**config.mk**
```make
export PLATFORM = sky130hd
export DESIGN_NAME = vending_change_dispenser
export DESIGN_NICKNAME = d
export VERILOG_FILES = /design/src/rtl/vending_change_dispenser.sv
export SDC_FILE = /design/constraint.sdc
export NUM_CORES = 1
export LEC_CHECK = 0
export ABC_AREA = 1
export BUFFER_PORTS_ARGS = -buffer_cell sky130_fd_sc_hd__buf_2
export CAP_MARGIN = 20
export CORE_AREA = 2 2 60 62
export DETAILED_ROUTE_END_ITERATION = 7
export DIE_AREA = 0 0 62 64
export PLACE_DENSITY_LB_ADDON = 0.15
export SYNTH_ARGS = -nofsm -noshare
export SYNTH_HDL_FRONTEND = slang
export SYNTH_SLANG_ARGS = --single-unit
```
**constraint.sdc**
```tcl
create_clock -name clock -period 2.1 [get_ports clock]
set_input_delay 0.21 -clock clock [delete_from_list [all_inputs] [get_ports clock]]
set_output_delay 0.21 -clock clock [all_outputs]
set_load 0.1 [all_outputs]
```
**src/rtl/vending_change_dispenser.sv**
```systemverilog
// Change payout engine: takes a nickel count over valid/ready and emits one-cycle
// dime/nickel eject pulses, preferring dimes unless the dime tube reports empty.
module vending_change_dispenser #(
    parameter int AMOUNT_W = 5,
    parameter int GAP      = 2
) (
    input  logic                clock,
    input  logic                reset_n,
    input  logic                req_valid,
    output logic                req_ready,
    input  logic [AMOUNT_W-1:0] req_amount,
    input  logic                dime_empty,
    output logic                nickel,
    output logic                dime,
    output logic                done,
    output logic                busy
);

    localparam int GAP_W = (GAP < 1) ? 1 : $clog2(GAP + 1);
    localparam logic [GAP_W-1:0] GAP_LOAD = GAP_W'(GAP);

    typedef enum logic [1:0] {
        S_IDLE,
        S_EMIT,
        S_GAP,
        S_DONE
    } state_t;

    state_t              state;
    state_t              next_state;
    logic [AMOUNT_W-1:0] remaining;
    logic [GAP_W-1:0]    gap_cnt;
    logic                coin_dime;

    logic [AMOUNT_W-1:0] decision_base;
    logic [AMOUNT_W-1:0] decision_next;
    logic                take_dime;

    // State register
    always_ff @(posedge clock or negedge reset_n) begin
        if (!reset_n) begin
            state <= S_IDLE;
        end else begin
            state <= next_state;
        end
    end

    // Next-state logic; S_GAP is unreachable when GAP is zero
    always_comb begin
        next_state = state;
        case (state)
            S_IDLE: begin
                if (req_valid && req_ready) begin
                    next_state = (req_amount == '0) ? S_DONE : S_EMIT;
                end
            end
            S_EMIT: begin
                if (remaining == '0) begin
                    next_state = S_DONE;
                end else if (GAP == 0) begin
                    next_state = S_EMIT;
                end else begin
                    next_state = S_GAP;
                end
            end
            S_GAP: begin
                if (gap_cnt == GAP_W'(1)) begin
                    next_state = S_EMIT;
                end
            end
            S_DONE:  next_state = S_IDLE;
            default: next_state = S_IDLE;
        endcase
    end

    // Coin decision for whichever edge enters EMIT; a fresh request decides on req_amount
    always_comb begin
        decision_base = (state == S_IDLE) ? req_amount : remaining;
        take_dime     = (decision_base >= AMOUNT_W'(2)) && !dime_empty;
        decision_next = decision_base - (take_dime ? AMOUNT_W'(2) : AMOUNT_W'(1));
    end

    always_ff @(posedge clock or negedge reset_n) begin
        if (!reset_n) begin
            remaining <= '0;
            coin_dime <= 1'b0;
            gap_cnt   <= '0;
        end else begin
            if (next_state == S_EMIT) begin
                remaining <= decision_next;
                coin_dime <= take_dime;
            end
            if (state == S_EMIT && next_state == S_GAP) begin
                gap_cnt <= GAP_LOAD;
            end else if (state == S_GAP) begin
                gap_cnt <= gap_cnt - GAP_W'(1);
            end
        end
    end

    // Outputs decode only registered state, so reset clears them without waiting for an edge
    always_comb begin
        req_ready = (state == S_IDLE);
        busy      = (state != S_IDLE);
        done      = (state == S_DONE);
        nickel    = (state == S_EMIT) && !coin_dime;
        dime      = (state == S_EMIT) && coin_dime;
    end

endmodule

```
==> results.json, run 1 <==
{
  "status": "finished, final reports clean",
  "finalCritPeriodShare_pct": 99.2,
  "cap_violations": 0,
  "synth_fa_ha_area_share_pct": 7.13,
  "cts-buffers-inserted": 3,
  "cts_tree": "done",
  "clock_latency_ps": 260,
  "r2r_end": "remaining[1]$_DFFE_PN0N_",
  "die_w_um": 62,
  "synthCells": 118,
  "reg2regPathDepth": 12,
  "core-area_mm2": 0.00328,
  "grt_usage_pct": 11.5,
  "tightest_slew_ps": 486,
  "initial_core_util_pct": 24.6,
  "setup_viol": 0,
  "synth_top_family_by_area": "simple AND/OR/NAND/NOR gates",
  "cp_top_family": "simple AND/OR/NAND/NOR gates",
  "antenna_found_initial": 0,
  "portBuffers": 13,
  "ys_seq_area_share_pct": 31.0,
  "viasPerCell": 4.00,
  "cts.sinks": 10,
  "placedCellCount": 183,
  "path_depth": 12,
  "synth_xor_xnor_area_share_pct": 1.09,
  "instances_no_fill": 193,
  "worstSetupStartpointType": "flip-flop",
  "regArea_um2": 253,
  "critPathArrivalTime_ps": 2280,
  "synth_flop_cell": "dfrtp_1",
  "die_h_um": 64,
  "cp.required_ps": 2290,
  "gp_congestion": 0.800,
  "clock.fmax_mhz": 480,
  "cts_root_buf": "clkbuf_4",
  "num-nets-final": 161,
  "ant_nets": 0,
  "r2r-start": "state[0]$_DFF_PN0_",
  "ys_ff_latch": 10,
  "post-route-drc-count": 0,
  "critPathCaptureType": "flip-flop",
  "hold_ws_ps": 313,
  "hp-class": "primary input to flip-flop",
  "io_pins": 14,
  "htreeDepth": 1,
  "layout_common_cells": "32 x nand2_1, 25 x inv_1, 13 x buf_2, 11 x buf_4, 10 x nand2_2",
  "syn-mean-instance-area_um2": 6.84,
  "drive_gt1_share_pct": 42.9,
  "worst_slack_ps": 17.6,
  "synthArstFlopShare_pct": 100,
  "grt_pass1_wl_mm": 3.32,
  "wl_mm": 1.89,
  "netlist_area_um2": 807,
  "cp.buffers_inverters": 2,
  "rsz0062_at_grt": "yes",
  "synth_area_leaders": "dfrtp_1 31%, nand2_1 17%, inv_1 13%",
  "synth-simple-area-share_pct": 40.3,
  "period_needed_ps": 2080,
  "drtIter0Drc": 30,
  "area_growth_pct": 37.4,
  "drv_slew": 0,
  "hold_violations": 0,
  "grt-ovfl-total": 0,
  "diodes": 0,
  "crit_top_cell": "nand2_2",
  "dieArea_mm2": 0.00397,
  "drt_first_pass_iters": 4,
  "max_stage_delay_ps": 460,
  "tns_ps": 0,
  "crit_fanout": 7,
  "synth-compound-area-share_pct": 6.51,
  "num_rows": 21,
  "cp_slowest_cell": "dfrtp_2",
  "r2r_slack_ps": 20,
  "yosysWarnings": 0,
  "critPathKind": "flip-flop to flip-flop",
  "synthMuxAreaShare_pct": 0,
  "multiInputGateArea_um2": 492,
  "fillers": 367,
  "yosysTopAreaCell": "dfrtp_1",
  "grt_max_degree": 11,
  "via_count": 772,
  "synth_top_area_share_pct": 31.0,
  "synth_edf_count": 0,
  "hpwl_mm": 1.57,
  "routedWlPerCell_um": 9.77,
  "cp-startpoint": "state[0]$_DFF_PN0_",
  "slew-limit-headroom_pct": 67.8,
  "synth.distinct_cells": 18,
  "crit_end": "remaining[1]$_DFFE_PN0N_",
  "synthesis.nets": 131,
  "dp_slack_ps": -8.02,
  "skew_ps": 2.04,
  "path_cells": "nor2_4 > nand2_2 > nand2_2 > nand2_1 > nor2_2 > nor2_2 > inv_1 > ha_2 > fa_2 > inv_2 > nand2_2 > o21ai_1",
  "clockBufferDepth": 2,
  "grt_pass1_vias": 766,
  "layout.cells.most_common": "nand2_1",
  "clk_pin_slew_ps": 70
}
==> how the worst min path moves through the flow <==
stage              start                       end  slack (ps)  depth (start not counted)
6_report       req_valid        state[0]$_DFF_PN0_         310                          5
5_1_grt        req_valid        state[0]$_DFF_PN0_         320                          5
4_1_cts        req_valid        state[0]$_DFF_PN0_         310                          5
3_5_place_dp     reset_n  remaining[1]$_DFFE_PN0N_          90                          1
3_3_place_gp     reset_n  remaining[1]$_DFFE_PN0N_          90                          1
2_1_floorplan    reset_n     coin_dime$_DFFE_PN0N_         -90                          0
==> sequential cells by signal, summed over array words and instances (netlist names) <==
register   cells
remaining      5
coin_dime      1
state          2
gap_cnt        2
==> synth_stat cells, types with 3 or more instances <==
library cell and n:
dfrtp_1 10, ha_1 3, inv_1 27, inv_2 3
nand2_1 36, nand2_2 6, nand3_1 5, nor2_1 8
nor2_4 5, o21ai_0 3, o21ai_1 5
==> worst min-delay path, cell delays in order <==
cell	delay, ps
buf_2	80
nand2_2	70
nand2_2	90
nor2_4	50
inv_2	50
==> layer usage <==
layer  part of all wire [%]  vias up  GRT usage [%]
li1                       -      403              -
met1                     44      355           14.4
met2                     50       12           18.1
met3                    5.4        2           4.66
met4                   0.69        0           2.39
met5                      0        -              0
==> per-stage QoR <==
| stage | util [%] | area (um^2) |
|---|---|---|
| final | 33.8 | 1110 |
| after CTS | 32.2 | 1060 |
| after global placement | 30.3 | 996 |
| after detailed placement | 30.3 | 996 |
| after floorplan | - | 828 |
| after global routing | 33.8 | 1110 |
==> layout make-up <==
type	count	share of cell area, %
clock buffer	4	3.27
inverter	30	10.2
multi-input combinational	78	44.4
sequential	10	22.8
tap	46	5.19
timing repair buffer	25	14.2
==> what timing repair did <==
action | in CTS | in global routing
cloned | 0 | 0
resized for setup | 1 | 9
endpoints found under the hold margin | 10 | 0
hold buffers | 1 | 0
pin swaps | 1 | 10
setup endpoints to repair | 1 | 4
buffers inserted | 2 | 3
==> cell families after synthesis <==
group / count (synthesis)
flops: 10
xor+xnor: 1
buf+inv: 30
fa+ha+maj: 4
compound gates: 10
simple gates: 63
Power of run 1 is left out: the tool's default activity adds up to more than one toggle a clock period on the data nets, which glitch-free logic cannot reach.
==> run 2, diff against run 1 <==
==> constraint.sdc (replaced) <==
create_clock -name clock -period 2.1 [get_ports clock]
set_input_delay 0.42 -clock clock [delete_from_list [all_inputs] [get_ports clock]]
set_output_delay 0.42 -clock clock [all_outputs]
set_load 0.1 [all_outputs]
==> run 2 against run 1 <==
Wire length shrank 0.11%. Die area is the same. Count of clock-buffer cells in the layout is the same. Via count is the same. Worst hold slack gained 190 ps. Sequential cell count is the same. Cell area grew 0.68%. Cell count is the same. Global-route usage shrank 0.080 points.
==> results.json, run 2 (synthesis gave the netlist of run 1 again) <==
{
  "worstSetupStartpointType": "flip-flop",
  "num-nets-final": 161,
  "fin_util_pct": 34.0,
  "finalCritPeriodShare_pct": 99.2,
  "critPathArrivalTime_ps": 2280,
  "grt_max_degree": 11,
  "grt-ovfl-total": 0,
  "gp_congestion": 0.800,
  "diodes": 0,
  "wl_mm": 1.88,
  "hp-class": "flip-flop to flip-flop",
  "slew-limit-headroom_pct": 67.8,
  "skew_ps": 2.04,
  "num_rows": 21,
  "area_growth_pct": 38.3,
  "grt_pass1_vias": 754,
  "initial_core_util_pct": 24.6,
  "top_register": "remaining",
  "cts-buffers-inserted": 3,
  "drive_gt1_share_pct": 42.9,
  "rsz0062_at_grt": "yes",
  "largest_register_ffs": 5,
  "clk_pin_slew_ps": 70,
  "critPathKind": "flip-flop to flip-flop",
  "cts_tree": "done",
  "tns_ps": 0,
  "largestRegisters": "remaining (5), gap_cnt (2), state (2)",
  "layout_common_cells": "32 x nand2_1, 25 x inv_1, 12 x buf_4, 10 x nand2_2, 10 x buf_2",
  "routedWlPerCell_um": 9.76,
  "period_needed_ps": 2080,
  "layout.cells.most_common": "nand2_1",
  "clock_latency_ps": 260,
  "tightest_slew_ps": 486,
  "dp_slack_ps": -8.02,
  "drtIter0Drc": 26,
  "via_count": 772,
  "cts.sinks": 10,
  "status": "finished, final reports clean",
  "io_pins": 14,
  "die_h_um": 64,
  "cts_root_buf": "clkbuf_4",
  "htreeDepth": 1,
  "hold_ws_ps": 500,
  "ant_nets": 0,
  "fillers": 368,
  "viasPerCell": 4.00,
  "setup_viol": 0,
  "grt_pass1_wl_mm": 3.29,
  "hpwl_mm": 1.57,
  "dieArea_mm2": 0.00397,
  "critPathCaptureType": "flip-flop",
  "clock.fmax_mhz": 480,
  "worst_slack_ps": 17.6,
  "r2r_slack_ps": 20,
  "grt_usage_pct": 11.4,
  "antenna_found_initial": 0,
  "crit_fanout": 7,
  "hold_violations": 0,
  "core-area_mm2": 0.00328,
  "drv_slew": 0,
  "die_w_um": 62,
  "portBuffers": 13,
  "cap_violations": 0,
  "post-route-drc-count": 0,
  "clockBufferDepth": 2,
  "cp.required_ps": 2290,
  "drt_first_pass_iters": 4
}
==> run 2: changes by cell type in the layout (fill, tap and decap cells not counted), sizes merged <==
cell    previous run  this run
clkbuf             4         6
buf               24        22
==> run 2: final cells by class <==
type,instances,area (um^2),share of cell area [%]
clock buffer,4,36.3,3.25
inverter,30,113,10.1
multi-input combinational,78,492,44.1
sequential,10,253,22.6
tap,46,57.6,5.16
timing repair buffer,25,165,14.8
==> run 2: final timing paths <==
kind | cells past startpoint | start | endpoint
min | 1 | gap_cnt[0]$_DFFE_PN0P_ | gap_cnt[0]$_DFFE_PN0P_
max reg2reg | 12 | state[0]$_DFF_PN0_ | remaining[1]$_DFFE_PN0N_
min reg2reg | 1 | gap_cnt[0]$_DFFE_PN0P_ | gap_cnt[0]$_DFFE_PN0P_
min in group asynchronous | 2 | reset_n | gap_cnt[0]$_DFFE_PN0P_
max in group asynchronous | 2 | reset_n | state[1]$_DFF_PN0_
max | 12 | state[0]$_DFF_PN0_ | remaining[1]$_DFFE_PN0N_
==> run 2: critical path: stages (launching register included) <==
cell and delay, ps:
dfrtp_2 460, nor2_4 240, nand2_2 90, nand2_2 100, nand2_1 70, nor2_2 130, nor2_2 50, inv_1 70
ha_2 200, fa_2 420, inv_2 70, nand2_2 50, o21ai_1 70
==> run 2: metrics by stage <==
step | cells | area (um^2)
floorplan | 118 | 828
global placement | 183 | 996
detailed placement | 183 | 996
CTS | 189 | 1050
global route | 193 | 1120
finish | 193 | 1120
==> run 2: routing by layer <==
layer	track usage, %	vias up	routed length (um)
met5	0	-	0
met4	2.39	0	13
met3	4.66	2	101
met2	17.8	12	932
met1	14.4	355	837
li1	-	403	-
==> run 2: repair_timing <==
action,4_1_cts,5_1_grt
gates resized for setup,1,13
gates cloned,0,0
pin swaps,1,10
setup endpoints to repair,1,5
hold buffers,0,1
setup buffers,2,3
endpoints found under the hold margin,0,1
Power of run 2 is left out for the same reason.
==> run 3, diff against run 2 <==
--- a/config.mk
+++ b/config.mk
@@ -8,10 +8,13 @@
 export ABC_AREA = 1
 export BUFFER_PORTS_ARGS = -buffer_cell sky130_fd_sc_hd__buf_2
 export CAP_MARGIN = 20
+export CELL_PAD_IN_SITES_DETAIL_PLACEMENT = 1
+export CELL_PAD_IN_SITES_GLOBAL_PLACEMENT = 1
 export CORE_AREA = 2 2 60 62
 export DETAILED_ROUTE_END_ITERATION = 7
 export DIE_AREA = 0 0 62 64
 export PLACE_DENSITY_LB_ADDON = 0.15
+export RECOVER_POWER = 50
 export SYNTH_ARGS = -nofsm -noshare
 export SYNTH_HDL_FRONTEND = slang
 export SYNTH_SLANG_ARGS = --single-unit
==> run 3 against run 2 <==
Wire length grew 10%. Setup slack gained 82 ps. Cell count up 0.52%. Clock skew up 6.8 ps. Sequential share of layout area is 0.35 points lower. Core utilization rose by 0.53 points. Non-clock buffer count rose by 1. Via count increased by 3.4%. Worst hold slack worse by 390 ps. Critical path type unchanged. Largest cell class unchanged.
==> results.json, run 3 (synthesis gave the netlist of run 1 again) <==
{
  "placedCellCount": 183,
  "ant_nets": 0,
  "r2r-start": "state[0]$_DFF_PN0_",
  "setup_viol": 0,
  "initial_core_util_pct": 24.6,
  "dieArea_mm2": 0.00397,
  "hold_ws_ps": 115,
  "htreeDepth": 1,
  "portBuffers": 13,
  "worstSetupStartpointType": "flip-flop",
  "largest_register_ffs": 5,
  "clock.fmax_mhz": 500,
  "grt_pass1_wl_mm": 3.42,
  "hpwl_mm": 1.76,
  "r2r_end": "remaining[2]$_DFFE_PN0N_",
  "grt_max_degree": 11,
  "viasPerCell": 4.11,
  "largestRegisters": "remaining (5), gap_cnt (2), state (2)",
  "crit_fanout": 8,
  "antenna_found_initial": 0,
  "r2r_slack_ps": 100,
  "routedWlPerCell_um": 10.7,
  "area_growth_pct": 40.5,
  "critPathArrivalTime_ps": 2190,
  "cts_hold_buffers": 0,
  "critPathKind": "flip-flop to flip-flop",
  "skew_ps": 8.83,
  "drt_first_pass_iters": 4,
  "hp-class": "primary input to async pin",
  "clk_pin_slew_ps": 70,
  "die_w_um": 62,
  "die_h_um": 64,
  "layout_common_cells": "29 x nand2_1, 24 x inv_1, 12 x nand2_2, 12 x buf_4, 9 x buf_2",
  "wl_mm": 2.08,
  "finalCritPeriodShare_pct": 95.3,
  "hold_violations": 0,
  "crit_end": "remaining[2]$_DFFE_PN0N_",
  "post-route-drc-count": 0,
  "num-nets-final": 162,
  "num_rows": 21,
  "grt_pass1_vias": 816,
  "diodes": 0,
  "cts-buffers-inserted": 3,
  "period_needed_ps": 2000,
  "slew-limit-headroom_pct": 61.7,
  "rsz0062_at_grt": "yes",
  "drive_gt1_share_pct": 43.9,
  "gp_congestion": 0.737,
  "cts.sinks": 10,
  "io_pins": 14,
  "grt-ovfl-total": 0,
  "core-area_mm2": 0.00328,
  "top_register": "remaining",
  "drv_slew": 0,
  "instances_no_fill": 194,
  "drtIter0Drc": 11,
  "cts_tree": "done",
  "cap_violations": 0,
  "critPathCaptureType": "flip-flop",
  "fin_util_pct": 34.5,
  "grt_usage_pct": 11.5,
  "cp.required_ps": 2290,
  "clock_latency_ps": 270,
  "tightest_slew_ps": 575,
  "clockBufferDepth": 2,
  "reg2regPathDepth": 12,
  "cp-startpoint": "state[0]$_DFF_PN0_",
  "via_count": 798,
  "layout.cells.most_common": "nand2_1",
  "cts_root_buf": "clkbuf_4",
  "status": "finished, final reports clean"
}
run 3: cell count changes in the layout (fill, tap and decap cells not counted), sizes merged:
cell,delta
dlygate4sd3,-1
clkbuf,+2
run 3: worst min path at each step:
stage / endpoint / slack (ps) / depth (start not counted)
2_1_floorplan: coin_dime$_DFFE_PN0N_ / 120 / 0
3_3_place_gp: state[1]$_DFF_PN0_ / 300 / 1
3_5_place_dp: state[1]$_DFF_PN0_ / 300 / 1
4_1_cts: gap_cnt[1]$_DFFE_PN0P_ / 5 / 1
5_1_grt: gap_cnt[1]$_DFFE_PN0P_ / 140 / 1
6_report: gap_cnt[1]$_DFFE_PN0P_ / 110 / 1
run 3: critical path, cell delays in order, from the launching register on:
cell     delay [ps]
dfrtp_2         450
nor2_4          240
nand2_2          90
nand2_2          80
nand2_2          60
nor2_4          120
nor2_4           40
buf_6           110
fa_2            390
inv_2            70
xor2_1          140
nand2_1          70
o21ai_1          70
run 3: timing repair:
| action | in CTS | in global routing |
|---|---|---|
| setup buffers | 1 | 6 |
| gates resized for setup | 2 | 19 |
| endpoints found under the setup margin | 3 | 4 |
| endpoints found under the hold margin | 0 | 0 |
| pin swaps | 1 | 3 |
run 3: metal layers:
metal	up-vias	part of all wire [%]	GRT usage, %
met2	8	53	20.1
met5	-	0	0
met1	379	43	13.4
met3	2	3.7	4.25
met4	0	0.43	1.60
li1	409	-	-
run 3: per-stage QoR:
stage / setup TNS, ps / instance area (um^2) / worst slack (ps)
detailed placement: -3.78 / 996 / -3.78
global route: -101 / 1130 / -69.7
CTS: 0 / 1030 / 19.4
global placement: 0 / 996 / 45.6
floorplan: -1290 / 828 / -383
finish: 0 / 1130 / 99.6
run 3: final cells by class:
cell class | count | area (um^2)
Fill cell | 409 | 2150
Inverter | 30 | 115
Sequential cell | 10 | 253
Timing Repair Buffer | 26 | 173
Clock buffer | 4 | 26.3
Tap cell | 46 | 57.6
Multi-Input combinational cell | 78 | 509
Power of run 3 is left out for the same reason.
